`config.mk`:
```
export PLATFORM = sky130hd
export DESIGN_NAME = jt12_timer_bank
export DESIGN_NICKNAME = d
export VERILOG_FILES = /design/src/rtl/jt12_timer_bank_pkg.sv /design/src/rtl/jt12_timer_bank_cnt.sv /design/src/rtl/jt12_timer_bank.sv
export SDC_FILE = /design/constraint.sdc
export NUM_CORES = 1
export LEC_CHECK = 0
export BUFFER_PORTS_ARGS = -buffer_cell sky130_fd_sc_hd__buf_4
export CORE_MARGIN = 3
export CORE_UTILIZATION = 50
export CTS_BUF_LIST = sky130_fd_sc_hd__clkbuf_8
export CTS_CLUSTER_DIAMETER = 100
export DETAILED_ROUTE_END_ITERATION = 8
export PLACE_DENSITY = 0.7
export SYNTH_ARGS = -nofsm -noshare
export SYNTH_HDL_FRONTEND = slang
export SYNTH_SLANG_ARGS = --single-unit
```
`constraint.sdc`:
```
create_clock -name clk -period 2.4 [get_ports clk]
set_input_delay 0.12 -clock clk [delete_from_list [all_inputs] [get_ports clk]]
set_output_delay 0.12 -clock clk [all_outputs]
set_load 0.1 [all_outputs]
```
`src/rtl/jt12_timer_bank_pkg.sv`:
```
// jt12_timer_bank_pkg
//   Shared constants and types for the JT12 timer bank.
//   - JT12_TIMER_PRE  : default prescaler period in cen cycles
//   - JT12_TIMER_W    : default counter width
//   - JT12_TIMER_DW   : field width of each div_log2 entry
//   - JT12_TIMER_SUBW : width of the per-timer sub-divider counter
//   - tmr_state_e     : per-timer run state
//   - sub_mask()      : low-bit mask selecting the sub-divider bits that must be all ones
package jt12_timer_bank_pkg;

  localparam int JT12_TIMER_PRE  = 144;
  localparam int JT12_TIMER_W    = 10;
  localparam int JT12_TIMER_DW   = 4;
  localparam int JT12_TIMER_SUBW = 15;

  typedef enum logic {
    TMR_IDLE = 1'b0,
    TMR_RUN  = 1'b1
  } tmr_state_e;

  // Mask of the d low bits; d=0 yields 0, so every prescaler tick is a timer tick.
  function automatic logic [JT12_TIMER_SUBW-1:0] sub_mask(input logic [JT12_TIMER_DW-1:0] d);
    logic [JT12_TIMER_SUBW:0] full;
    full = ((JT12_TIMER_SUBW+1)'(1) << d) - (JT12_TIMER_SUBW+1)'(1);
    return full[JT12_TIMER_SUBW-1:0];
  endfunction

endpackage

```
`src/rtl/jt12_timer_bank_cnt.sv`:
```
// jt12_timer_cnt
//   One timer of the bank: run/idle state, power-of-two sub-divider,
//   up-counter with reload, sticky flag and one-cycle overflow pulse.
//   Ports:
//     clk, rst      : clock, asynchronous active-high reset
//     ptick         : shared prescaler tick (already qualified by cen)
//     value         : reload value
//     div_log2      : sub-divider exponent, timer advances every 2^d pticks
//     set_run       : pulse, start (ignored while running)
//     clr_run       : pulse, stop (wins over set_run)
//     enable_irq    : level, allow overflow to set the flag
//     clr_flag      : pulse, clear flag (loses to a same-cycle set)
//     running       : run state (the FSM state, 1 = TMR_RUN)
//     flag          : sticky overflow flag
//     overflow      : one-cycle overflow pulse
module jt12_timer_cnt
  import jt12_timer_bank_pkg::*;
#(
  parameter int W = JT12_TIMER_W
) (
  input  logic                     clk,
  input  logic                     rst,
  input  logic                     ptick,
  input  logic [W-1:0]             value,
  input  logic [JT12_TIMER_DW-1:0] div_log2,
  input  logic                     set_run,
  input  logic                     clr_run,
  input  logic                     enable_irq,
  input  logic                     clr_flag,
  output logic                     running,
  output logic                     flag,
  output logic                     overflow
);

  tmr_state_e                 state_q, state_d;
  logic [JT12_TIMER_SUBW-1:0] sub_q, sub_d;
  logic [W-1:0]               cnt_q, cnt_d;
  logic                       flag_q, flag_d;
  logic                       ovf_q, ovf_d;
  logic [JT12_TIMER_SUBW-1:0] mask;

  always_comb begin
    state_d = state_q;
    sub_d   = sub_q;
    cnt_d   = cnt_q;
    flag_d  = flag_q;
    ovf_d   = 1'b0;
    mask    = sub_mask(div_log2);

    // Clear first so that an overflow in the same cycle re-sets the flag.
    if (clr_flag) flag_d = 1'b0;

    case (state_q)
      TMR_IDLE: begin
        if (set_run && !clr_run) begin
          state_d = TMR_RUN;
          cnt_d   = value;
          sub_d   = '0;
        end
      end
      TMR_RUN: begin
        if (clr_run) begin
          state_d = TMR_IDLE;
        end else if (ptick) begin
          sub_d = sub_q + JT12_TIMER_SUBW'(1);
          if ((sub_q & mask) == mask) begin
            if (cnt_q == '1) begin
              // value is sampled here, so mid-run edits only affect this reload onward.
              cnt_d = value;
              ovf_d = 1'b1;
              if (enable_irq) flag_d = 1'b1;
            end else begin
              cnt_d = cnt_q + W'(1);
            end
          end
        end
      end
      default: state_d = TMR_IDLE;
    endcase
  end

  always_ff @(posedge clk or posedge rst) begin
    if (rst) begin
      state_q <= TMR_IDLE;
      sub_q   <= '0;
      cnt_q   <= '0;
      flag_q  <= 1'b0;
      ovf_q   <= 1'b0;
    end else begin
      state_q <= state_d;
      sub_q   <= sub_d;
      cnt_q   <= cnt_d;
      flag_q  <= flag_d;
      ovf_q   <= ovf_d;
    end
  end

  assign running  = (state_q == TMR_RUN);
  assign flag     = flag_q;
  assign overflow = ovf_q;

endmodule

```
`src/rtl/jt12_timer_bank.sv`:
```
// jt12_timer_bank
//   NTIM up-counting timers sharing one prescaler, with per-timer
//   sub-divider, run/flag/IRQ control and a combined active-low interrupt.
//   Ports:
//     clk, rst     : clock, asynchronous active-high reset
//     cen          : clock enable, gates the prescaler (and thus all counting)
//     value        : reload values, timer i at [i*W +: W]
//     div_log2     : sub-divider exponents, timer i at [i*4 +: 4]
//     set_run      : per-timer start pulses
//     clr_run      : per-timer stop pulses
//     enable_irq   : per-timer flag enables
//     clr_flag     : per-timer flag clear pulses
//     running      : per-timer run state
//     flag         : per-timer sticky overflow flags
//     overflow     : per-timer one-cycle overflow pulses
//     irq_n        : low while any flag is set
//   Handshake: there is no valid/ready flow; every control input is a
//   single-cycle pulse (or level for enable_irq) sampled on each clk edge,
//   and all control pulses are honoured even while cen is low.
module jt12_timer_bank
  import jt12_timer_bank_pkg::*;
#(
  parameter int NTIM = 2,
  parameter int W    = JT12_TIMER_W,
  parameter int PRE  = JT12_TIMER_PRE
) (
  input  logic                          clk,
  input  logic                          rst,
  input  logic                          cen,
  input  logic [NTIM*W-1:0]             value,
  input  logic [NTIM*JT12_TIMER_DW-1:0] div_log2,
  input  logic [NTIM-1:0]               set_run,
  input  logic [NTIM-1:0]               clr_run,
  input  logic [NTIM-1:0]               enable_irq,
  input  logic [NTIM-1:0]               clr_flag,
  output logic [NTIM-1:0]               running,
  output logic [NTIM-1:0]               flag,
  output logic [NTIM-1:0]               overflow,
  output logic                          irq_n
);

  localparam int PW = (PRE > 1) ? $clog2(PRE) : 1;

  logic [PW-1:0] pcnt_q, pcnt_d;
  logic          ptick;

  // With PRE=1 pcnt stays at 0 == PRE-1, so ptick degenerates to cen.
  always_comb begin
    pcnt_d = pcnt_q;
    ptick  = cen && (pcnt_q == PW'(PRE - 1));
    if (cen) begin
      if (ptick) pcnt_d = '0;
      else       pcnt_d = pcnt_q + PW'(1);
    end
  end

  always_ff @(posedge clk or posedge rst) begin
    if (rst) pcnt_q <= '0;
    else     pcnt_q <= pcnt_d;
  end

  for (genvar i = 0; i < NTIM; i++) begin : g_tmr
    jt12_timer_cnt #(
      .W(W)
    ) u_cnt (
      .clk        (clk),
      .rst        (rst),
      .ptick      (ptick),
      .value      (value[i*W +: W]),
      .div_log2   (div_log2[i*JT12_TIMER_DW +: JT12_TIMER_DW]),
      .set_run    (set_run[i]),
      .clr_run    (clr_run[i]),
      .enable_irq (enable_irq[i]),
      .clr_flag   (clr_flag[i]),
      .running    (running[i]),
      .flag       (flag[i]),
      .overflow   (overflow[i])
    );
  end

  assign irq_n = ~|flag;

endmodule

```
==> results of run 1 <==
cell usage in the layout, fill, tap and decap left out, types with 6 or more instances in the layout:
| master | n |
|---|---|
| a21oi_1 | 29 |
| and2_1 | 6 |
| and3_1 | 16 |
| buf_4 | 78 |
| clkbuf_8 | 11 |
| dfrtp_1 | 64 |
| dlygate4sd3_1 | 6 |
| ha_1 | 6 |
| inv_1 | 22 |
| nand2_1 | 46 |
| nand3_1 | 21 |
| nand4_1 | 10 |
| nor2_1 | 51 |
| nor3_1 | 9 |
| o21ai_0 | 19 |
| xnor2_1 | 10 |
| xor2_1 | 20 |
what timing repair did:
item | in CTS | in global routing
hold buffers | 6 | 0
hold endpoints to repair | 68 | 0
resized for setup | 0 | 3
buffers inserted | 0 | 0
endpoints found under the setup margin | 0 | 17
Yosys cell counts (6+ instances only):
cell and count:
a21oi_1 29, and2_1 6, and3_1 16, buf_2 6, buf_4 10, dfrtp_1 64
ha_1 7, inv_1 22, nand2_1 46, nand3_1 21, nand4_1 10, nor2_1 52
nor3_1 9, o21ai_0 19, xnor2_1 10, xor2_1 20
layout make-up:
type | instances | share of cell area
timing repair buffer | 86 | 0.138
inverter | 22 | 0.0166
clock buffer | 11 | 0.0304
tap | 102 | 0.0256
sequential | 64 | 0.322
multi-input combinational | 353 | 0.454
clock inverter | 4 | 0.0138
state kept, by name, indices dropped and copies added, names as in the netlist:
signal,flops
g_tmr.u_cnt.flag,2
g_tmr.u_cnt.sub_q,30
pcnt_q,8
g_tmr.u_cnt.running,2
g_tmr.u_cnt.cnt_q,20
g_tmr.u_cnt.overflow,2
where the power goes:
part | leakage, nW | internal [W] | switching [W] | total, W
clock network | 0.117 | 0.000631 | 0.000405 | 0.00104
registers | 0.829 | 0.00121 | 0.000159 | 0.00136
logic | 1.33 | 0.000288 | 0.000294 | 0.000582
cell families (layout without fill, tap and decap cells):
kind of cell,Yosys count,count (layout)
buffers and inverters,47,123
multiplexers,6,6
AND/OR/NAND/NOR,201,201
AO/OA/AOI/OAI,109,109
XOR/XNOR,30,30
adder cells (fa/ha/maj),7,7
flip-flops,64,64
per-layer routing:
| layer | global-route usage | part of all wire | vias up | routed length [um] |
|---|---|---|---|---|
| met5 | 0 | 0 | - | 0 |
| met2 | 0.357 | 0.49 | 93 | 4780 |
| li1 | - | - | 1806 | - |
| met4 | 0.0386 | 0.0063 | 0 | 61 |
| met3 | 0.0563 | 0.047 | 6 | 459 |
| met1 | 0.302 | 0.46 | 1785 | 4440 |
through the flow:
stage	worst slack [ps]	hold slack, ps	instance area, sq um	utilization
2_1_floorplan	-3.97	213	4110	-
3_3_place_gp	-153	224	4690	0.601
3_5_place_dp	-229	225	4690	0.601
4_1_cts	122	10.6	4970	0.637
5_1_grt	-19.0	14.5	4980	0.638
6_report	101	13.5	4980	0.638
final timing paths:
kind,from,endpoint,slack (ps),depth (start not counted)
max,div_log2[6],g_tmr[1].u_cnt.cnt_q[6],100,11
min,cen,pcnt_q[0],10,2
min reg2reg,pcnt_q[2],pcnt_q[2],500,1
max in group asynchronous,rst,g_tmr[1].u_cnt.sub_q[12],1720,4
max reg2reg,g_tmr[1].u_cnt.sub_q[0],g_tmr[1].u_cnt.cnt_q[6],220,7
min in group asynchronous,rst,g_tmr[1].u_cnt.cnt_q[1],400,4
worst max-delay path, stage by stage:
cell and delay, ps:
buf_4 120, nor4_4 290, inv_1 80, ha_2 220, nand2_1 90, a211oi_2 70
or4_4 550, nor4_4 340, a31oi_4 280, o21ai_0 240, o311ai_1 110
==> metrics.csv, run 1 <==
metric,value,unit
outcome,completed,
synth_seq_area_share,0.392,
dr.pass1.iters,5,
hold_path.class,in2reg,
grt_max_degree,65,
avgViaCountPerCell,5.75,
synth_top_area_cell,dfrtp_1,
cts_sinks,64,
drive_above_1_share,0.226,
max-vdd-ir-drop,0.438,mV
critPathKind,in2reg,
synth_simple_gate_area_frac,0.262,
overflow,0,
finalHoldViolCount,0,
arrival,2500,ps
finalClockSkew,4.97,ps
clk_pin_slew,70,ps
synthMuxAreaShare,0.0153,
cts-root-buf,clkbuf_8,
synth_edf_count,0,
grt_use_total,0.220,
seqCellArea,1600,sq um
power_density,599,nW/um^2
drt_wl_total,9750,um
ys_ff_latch,64,
clk_path_buf_depth,2,
rows,32,
routedWlPerCell,15.2,um
numPortBuffers,45,
p_leak,2.28,nW
synth_top_family_by_area,simple AND/OR/NAND/NOR gates,
fin_cells,642,
syn_nets,510,
grt_pass1_vias,3449,
grt_pass1_wl,16100,um
synth_compound_area_frac,0.183,
tightestPinTransition,569,ps
synth.distinct_cells,68,
final_antenna_net_count,0,
antenna_found_initial,0,
ys_warn_count,0,
synthXorXnorAreaFrac,0.0644,
die_h,96.4,um
max-slew-margin-rel,0.620,
initial_core_util,0.523,
die_area,9280,sq um
num-nets-final,582,
syn2layout_area_growth,22.0,%
critPathRequiredTime,2600,ps
placeableCoreArea,7810,sq um
start_kind,primary input,
fin_crit,2300,ps
tritoncts,yes,
max_freq,435,MHz
antenna_cells,0,
vias,3690,
crit_fanout,17,
syn_inst,464,
slew_violations,0,
ys.flop_type,dfrtp_1,
setup-tns-final,0,ps
place_congestion,0.913,
syn_area_per_cell,8.80,sq um
async_reset_ff_frac,1.00,
power,0.00298,W
rsz0062_at_grt,yes,
numCtsBuffers,9,
first_iter_violations,208,
synth_area,4080,sq um
multi_input_area,2260,sq um
synth_adder_area_share,0.0215,
drv_cap,0,
clock_latency,340,ps
htreeDepth,3,
dp_hpwl,6960,um
worst_setup_path_end_kind,flop,
synthTopCellsByArea,"dfrtp_1 (39%), nor2_1 (4.8%), xor2_1 (4.3%)",
drc,0,
dp.cells,621,
fp.dieW,96.4,um
setup_viol,0,
layout_worst_path_cycle_share,0.958,
n_fill_cell,679,
ios,46,
synth_top_area_share,0.392,
Note: power is estimated with default switching activity, not from simulation.
==> inputs of run 2 (changes only) <==
--- a/config.mk
+++ b/config.mk
@@ -11,7 +11,7 @@
 export CTS_BUF_LIST = sky130_fd_sc_hd__clkbuf_8
 export CTS_CLUSTER_DIAMETER = 100
 export DETAILED_ROUTE_END_ITERATION = 8
-export PLACE_DENSITY = 0.7
+export PLACE_DENSITY = 0.73
 export SYNTH_ARGS = -nofsm -noshare
 export SYNTH_HDL_FRONTEND = slang
 export SYNTH_SLANG_ARGS = --single-unit
==> constraint.sdc (replaced) <==
create_clock -name clk -period 1.9 [get_ports clk]
set_input_delay 0.38 -clock clk [delete_from_list [all_inputs] [get_ports clk]]
set_output_delay 0.38 -clock clk [all_outputs]
set_load 0.1 [all_outputs]
==> metrics.csv, run 2 (same netlist as run 1, synthesis figures left out) <==
metric,value,unit,change
routedWlPerCell,15.4,um,was 15.2 um
vias,3903,,was 3690
outcome,finished with violations,,was completed
initial_core_util,0.523,,unchanged
tightestPinTransition,458,ps,was 569 ps
worst_setup_path_end_kind,flop,,unchanged
clk_path_buf_depth,2,,unchanged
first_iter_violations,247,,was 208
rows,32,,unchanged
cts-root-buf,clkbuf_8,,unchanged
cts_sinks,64,,unchanged
dr.pass1.iters,5,,unchanged
syn2layout_area_growth,41.0,%,was 22.0%
finalHoldViolCount,0,,unchanged
htreeDepth,3,,unchanged
antenna_cells,0,,unchanged
drc,0,,unchanged
crit_fanout,4,,was 17
setup_viol,27,,was 0
slowest_delay,510,ps,was 550 ps
rsz0062_at_grt,yes,,unchanged
clk_pin_slew,80,ps,was 70 ps
final_antenna_net_count,0,,unchanged
critPathRequiredTime,2120,ps,was 2600 ps
grt_use_total,0.231,,was 0.220
reg_top3,"g_tmr.u_cnt.sub_q (30), g_tmr.u_cnt.cnt_q (20), pcnt_q (8)",,unchanged
max-slew-margin-rel,0.694,,was 0.620
tritoncts,yes,,unchanged
final_cell_mix,"buf_4 (114), dfrtp_1 (64), nor2_1 (47)",,"was buf_4 (78), dfrtp_1 (64), nor2_1 (51)"
slowest_stage,or4_4,,unchanged
slew_violations,0,,unchanged
regMostFlops,g_tmr.u_cnt.sub_q,,unchanged
drive_above_1_share,0.407,,was 0.226
fin_crit,2430,ps,
numCtsBuffers,9,,unchanged
avgViaCountPerCell,5.66,,was 5.75
grt_pass1_wl,17200,um,was 16100 um
antenna_found_initial,0,,unchanged
violations,setup timing,,
critPathKind,in2reg,,unchanged
num-nets-final,628,,was 582
placeableCoreArea,7810,sq um,unchanged
finalClockSkew,11.7,ps,was 4.97 ps
dp_hpwl,7380,um,was 6960 um
max_freq,411,MHz,
place_congestion,0.861,,was 0.913
grt_max_degree,46,,was 65
ios,46,,unchanged
p_leak,2.62,nW,was 2.28 nW
largest_reg_flops,30,,unchanged
drt_wl_total,10600,um,was 9750 um
post-place-ws,-975,ps,was -229 ps
arrival,2660,ps,was 2500 ps
power_density,671,nW/um^2,was 599 nW/um^2
power,0.00386,W,was 0.00298 W
max-vdd-ir-drop,0.463,mV,was 0.438 mV
final_common_cell,buf_4,,unchanged
grt_pass1_vias,3844,,was 3449
overflow,0,,unchanged
hold_buffers,0,,was 6
drv_cap,0,,unchanged
numPortBuffers,45,,unchanged
hold_path.class,in2async,,was in2reg
fp.dieW,96.4,um,unchanged
start_kind,primary input,,unchanged
fin_ws,-533,ps,was 101 ps
layout_worst_path_cycle_share,1.28,,
clock_latency,340,ps,about the same
die_area,9280,sq um,unchanged
die_h,96.4,um,unchanged
final_core_util,0.737,,was 0.638
critical_path.cell_chain,buf_8 -> nor4_4 -> inv_1 -> ha_2 -> nand2_1 -> a211oi_2 -> or4_4 -> nor4_4 -> and3_4 -> nand2_1 -> a221o_1,,was buf_4 -> nor4_4 -> inv_1 -> ha_2 -> nand2_1 -> a211oi_2 -> or4_4 -> nor4_4 -> a31oi_4 -> o21ai_0 -> o311ai_1
-- run 2: changes by cell type in the layout (fill, tap and decap cells not counted), moves of 8 or more --
cell,change
nand3_2,+8
buf_4,+36
nand3_1,-8
buf_6,+14
a21oi_1,-11
a21oi_2,+8
-- run 2: power breakdown --
part           internal, W  leakage [nW]  total (W)  switching [W]
registers          0.00152         0.829    0.00170       0.000176
clock network     0.000635         0.103    0.00118       0.000545
logic             0.000493          1.68   0.000981       0.000488
-- run 2: timing repair --
action / 4_1_cts / 5_1_grt
setup buffers: 7 / 8
pin swaps: 37 / 36
gates resized for setup: 38 / 48
hold endpoints to repair: 0 / 0
setup endpoints to repair: 34 / 45
gates cloned: 1 / 0
-- run 2: final timing paths --
check,start,to,slack (ps),cells past startpoint
min in group clk,clr_flag[1],g_tmr[1].u_cnt.flag,200,2
setup reg to reg,g_tmr[1].u_cnt.sub_q[5],g_tmr[1].u_cnt.cnt_q[8],-160,7
hold / removal,rst,pcnt_q[2],60,2
setup / recovery,div_log2[7],g_tmr[1].u_cnt.cnt_q[8],-530,11
max in group asynchronous,rst,g_tmr[0].u_cnt.sub_q[9],1270,3
hold reg to reg,pcnt_q[2],pcnt_q[2],500,1
-- run 2: metrics by stage --
| stage | setup TNS (ps) | cells | area (sq um) | hold WS [ps] |
|---|---|---|---|---|
| floorplan | -14320 | 464 | 4240 | 466 |
| global placement | -17120 | 658 | 5070 | 429 |
| detailed placement | -19250 | 658 | 5070 | 432 |
| CTS | -6860 | 682 | 5500 | 67.2 |
| global route | -12060 | 689 | 5750 | 77.4 |
| finish | -8390 | 689 | 5750 | 55.6 |
-- run 2: worst max-delay path: cells and delay by family --
| family | cells | cell delay, ps |
|---|---|---|
| simple gates | 6 | 1470 |
| compound gates | 2 | 380 |
| fa+ha+maj | 1 | 220 |
| buf+inv | 2 | 200 |
-- run 2: layout make-up --
type | count | area (sq um)
Fill cell | 543 | 2050
Multi-Input combinational cell | 353 | 2660
Tap cell | 102 | 128
Sequential cell | 64 | 1600
Inverter | 22 | 86.3
Clock buffer | 10 | 138
Clock inverter | 6 | 60.1
Timing Repair Buffer | 132 | 1080
-- run 2: layer usage --
metal  routed length (um)  global-route usage
met4                  170              0.0818
met2                 5240               0.378
met5                    0                   0
met3                  419              0.0367
met1                 4790               0.309
==> inputs of run 3 (changes only) <==
==> constraint.sdc (replaced) <==
create_clock -name clk -period 1.9 [get_ports clk]
set_input_delay 0.095 -clock clk [delete_from_list [all_inputs] [get_ports clk]]
set_output_delay 0.095 -clock clk [all_outputs]
set_load 0.1 [all_outputs]
==> metrics.csv, run 3 (same netlist as run 1, synthesis figures left out) <==
metric,value,unit,change
outcome,finished with violations,,unchanged
violations,setup timing,,unchanged
finalHoldViolCount,0,,unchanged
hold_path.class,in2reg,,was in2async
drc,0,,unchanged
dr_wl_met2,5500,um,was 5240 um
die_area,9280,sq um,unchanged
rsz0062_at_grt,yes,,unchanged
start_kind,primary input,,unchanged
initial_core_util,0.523,,unchanged
seqCellArea,1600,sq um,unchanged
dr_wl_met3,612,um,was 419 um
routedWlPerCell,16.0,um,was 15.4 um
avgViaCountPerCell,5.73,,was 5.66
finalClockSkew,8.98,ps,was 11.7 ps
grt_pass1_vias,3785,,was 3844
crit_path_start,div_log2[6],,was div_log2[7]
setup_viol,32,,was 27
place_congestion,0.911,,was 0.861
placed_cell_area,5110,sq um,was 5070 sq um
tightestPinTransition,769,ps,was 458 ps
grt_pass1_wl,17400,um,was 17200 um
cts_sinks,64,,unchanged
max-vdd-ir-drop,0.447,mV,was 0.463 mV
clk_path_buf_depth,2,,unchanged
clock_latency,340,ps,about the same
crit_fanout,5,,was 4
final_antenna_net_count,0,,unchanged
hold_slack,25.9,ps,was 55.6 ps
grt_max_degree,31,,was 46
arrival,2330,ps,was 2660 ps
tritoncts,yes,,unchanged
antenna_found_initial,0,,unchanged
fin_cells,706,,was 689
numCtsBuffers,9,,unchanged
max_freq,477,MHz,was 411 MHz
fin_ws,-196,ps,was -533 ps
drive_above_1_share,0.407,,about the same
fin_crit,2100,ps,was 2430 ps
r2r_start,g_tmr[1].u_cnt.sub_q[14],,was g_tmr[1].u_cnt.sub_q[5]
htreeDepth,3,,unchanged
num-nets-final,645,,was 628
syn2layout_area_growth,44.7,%,was 41.0%
final_cell_mix,"buf_4 (124), dfrtp_1 (64), nor2_1 (49)",,"was buf_4 (114), dfrtp_1 (64), nor2_1 (47)"
cts-root-buf,clkbuf_8,,unchanged
p_leak,2.65,nW,was 2.62 nW
antenna_cells,0,,unchanged
regMostFlops,g_tmr.u_cnt.sub_q,,unchanged
fp.dieW,96.4,um,unchanged
drt_wl_total,11300,um,was 10600 um
dr.pass1.iters,5,,unchanged
reg2reg_depth,7,,unchanged
worst_setup_path_end_kind,flop,,unchanged
final_common_cell,buf_4,,unchanged
numPortBuffers,45,,unchanged
largest_reg_flops,30,,unchanged
vias,4043,,was 3903
power_density,653,nW/um^2,was 671 nW/um^2
routed.top_layer,met4,,unchanged
final_core_util,0.756,,was 0.737
n_fill_cell,498,,was 543
crit_path_end,g_tmr[1].u_cnt.cnt_q[5],,was g_tmr[1].u_cnt.cnt_q[8]
reg_top3,"g_tmr.u_cnt.sub_q (30), g_tmr.u_cnt.cnt_q (20), pcnt_q (8)",,unchanged
rows,32,,unchanged
r2r-end,g_tmr[1].u_cnt.cnt_q[0],,was g_tmr[1].u_cnt.cnt_q[8]
grt_use_total,0.240,,was 0.231
first_iter_violations,286,,was 247
layout_worst_path_cycle_share,1.10,,was 1.28
design_area,5900,sq um,was 5750 sq um
max-slew-margin-rel,0.485,,was 0.694
dp_hpwl,7280,um,was 7380 um
critPathRequiredTime,2130,ps,was 2120 ps
dp.cells,665,,was 658
critPathKind,in2reg,,unchanged
drv_cap,0,,unchanged
multi_input_area,2710,sq um,was 2660 sq um
rrSetupSlack,-190,ps,was -160 ps
slew_violations,0,,unchanged
overflow,0,,unchanged
clk_pin_slew,70,ps,was 80 ps
wl_met1,4980,um,was 4790 um
die_h,96.4,um,unchanged
ios,46,,unchanged
placeableCoreArea,7810,sq um,unchanged
-- run 3: metrics by stage --
step	TNS, ps	power [W]	setup slack, ps
after floorplan	-7480	0.00225	-447
after detailed placement	-12250	0.00259	-644
after global placement	-11210	0.00256	-593
after global routing	-6070	0.00407	-241
final	-2600	0.00386	-196
after CTS	-1860	0.00384	-152
-- run 3: where the power goes --
group / switching, W / leakage [nW] / internal (W) / total [W]
clock: 0.000567 / 0.0952 / 0.000605 / 0.00117
combinational: 0.000487 / 1.72 / 0.000502 / 0.000989
sequential: 0.000175 / 0.829 / 0.00152 / 0.00170
-- run 3: metal layers --
metal,vias up,track usage
met2,153,0.380
li1,1942,-
met4,0,0.0759
met3,20,0.0547
met5,-,0
met1,1928,0.326
-- run 3: worst min-delay path by stage --
stage / start / endpoint / slack (ps) / cells past startpoint
after global placement: rst / pcnt_q[3] / 220 / 2
after global routing: value[11] / g_tmr[1].u_cnt.cnt_q[1] / 20 / 3
after detailed placement: rst / pcnt_q[5] / 220 / 2
after floorplan: cen / pcnt_q[0] / 190 / 1
final: value[11] / g_tmr[1].u_cnt.cnt_q[1] / 30 / 3
after CTS: value[11] / g_tmr[1].u_cnt.cnt_q[1] / 9 / 3
-- run 3: area by class of cell --
cell class                 count  area share
multi-input combinational    355       0.458
sequential                    64       0.271
tap                          102      0.0216
timing repair buffer         147       0.202
clock buffer                   9      0.0210
clock inverter                 7      0.0123
inverter                      22      0.0140
-- run 3: critical path, cell delays in order --
cell	delay [ps]
buf_4	120
nor4_4	270
inv_2	70
ha_4	180
buf_6	120
o41ai_1	560
a31oi_4	230
a31oi_4	290
buf_4	160
a21oi_1	30
o22a_1	190
-- run 3: repair_timing --
action	4_1_cts	5_1_grt
gates cloned	2	0
setup buffers	12	4
hold buffers	7	0
resized for setup	33	48
endpoints found under the hold margin	31	0
endpoints found under the setup margin	39	47
pin swaps	17	41
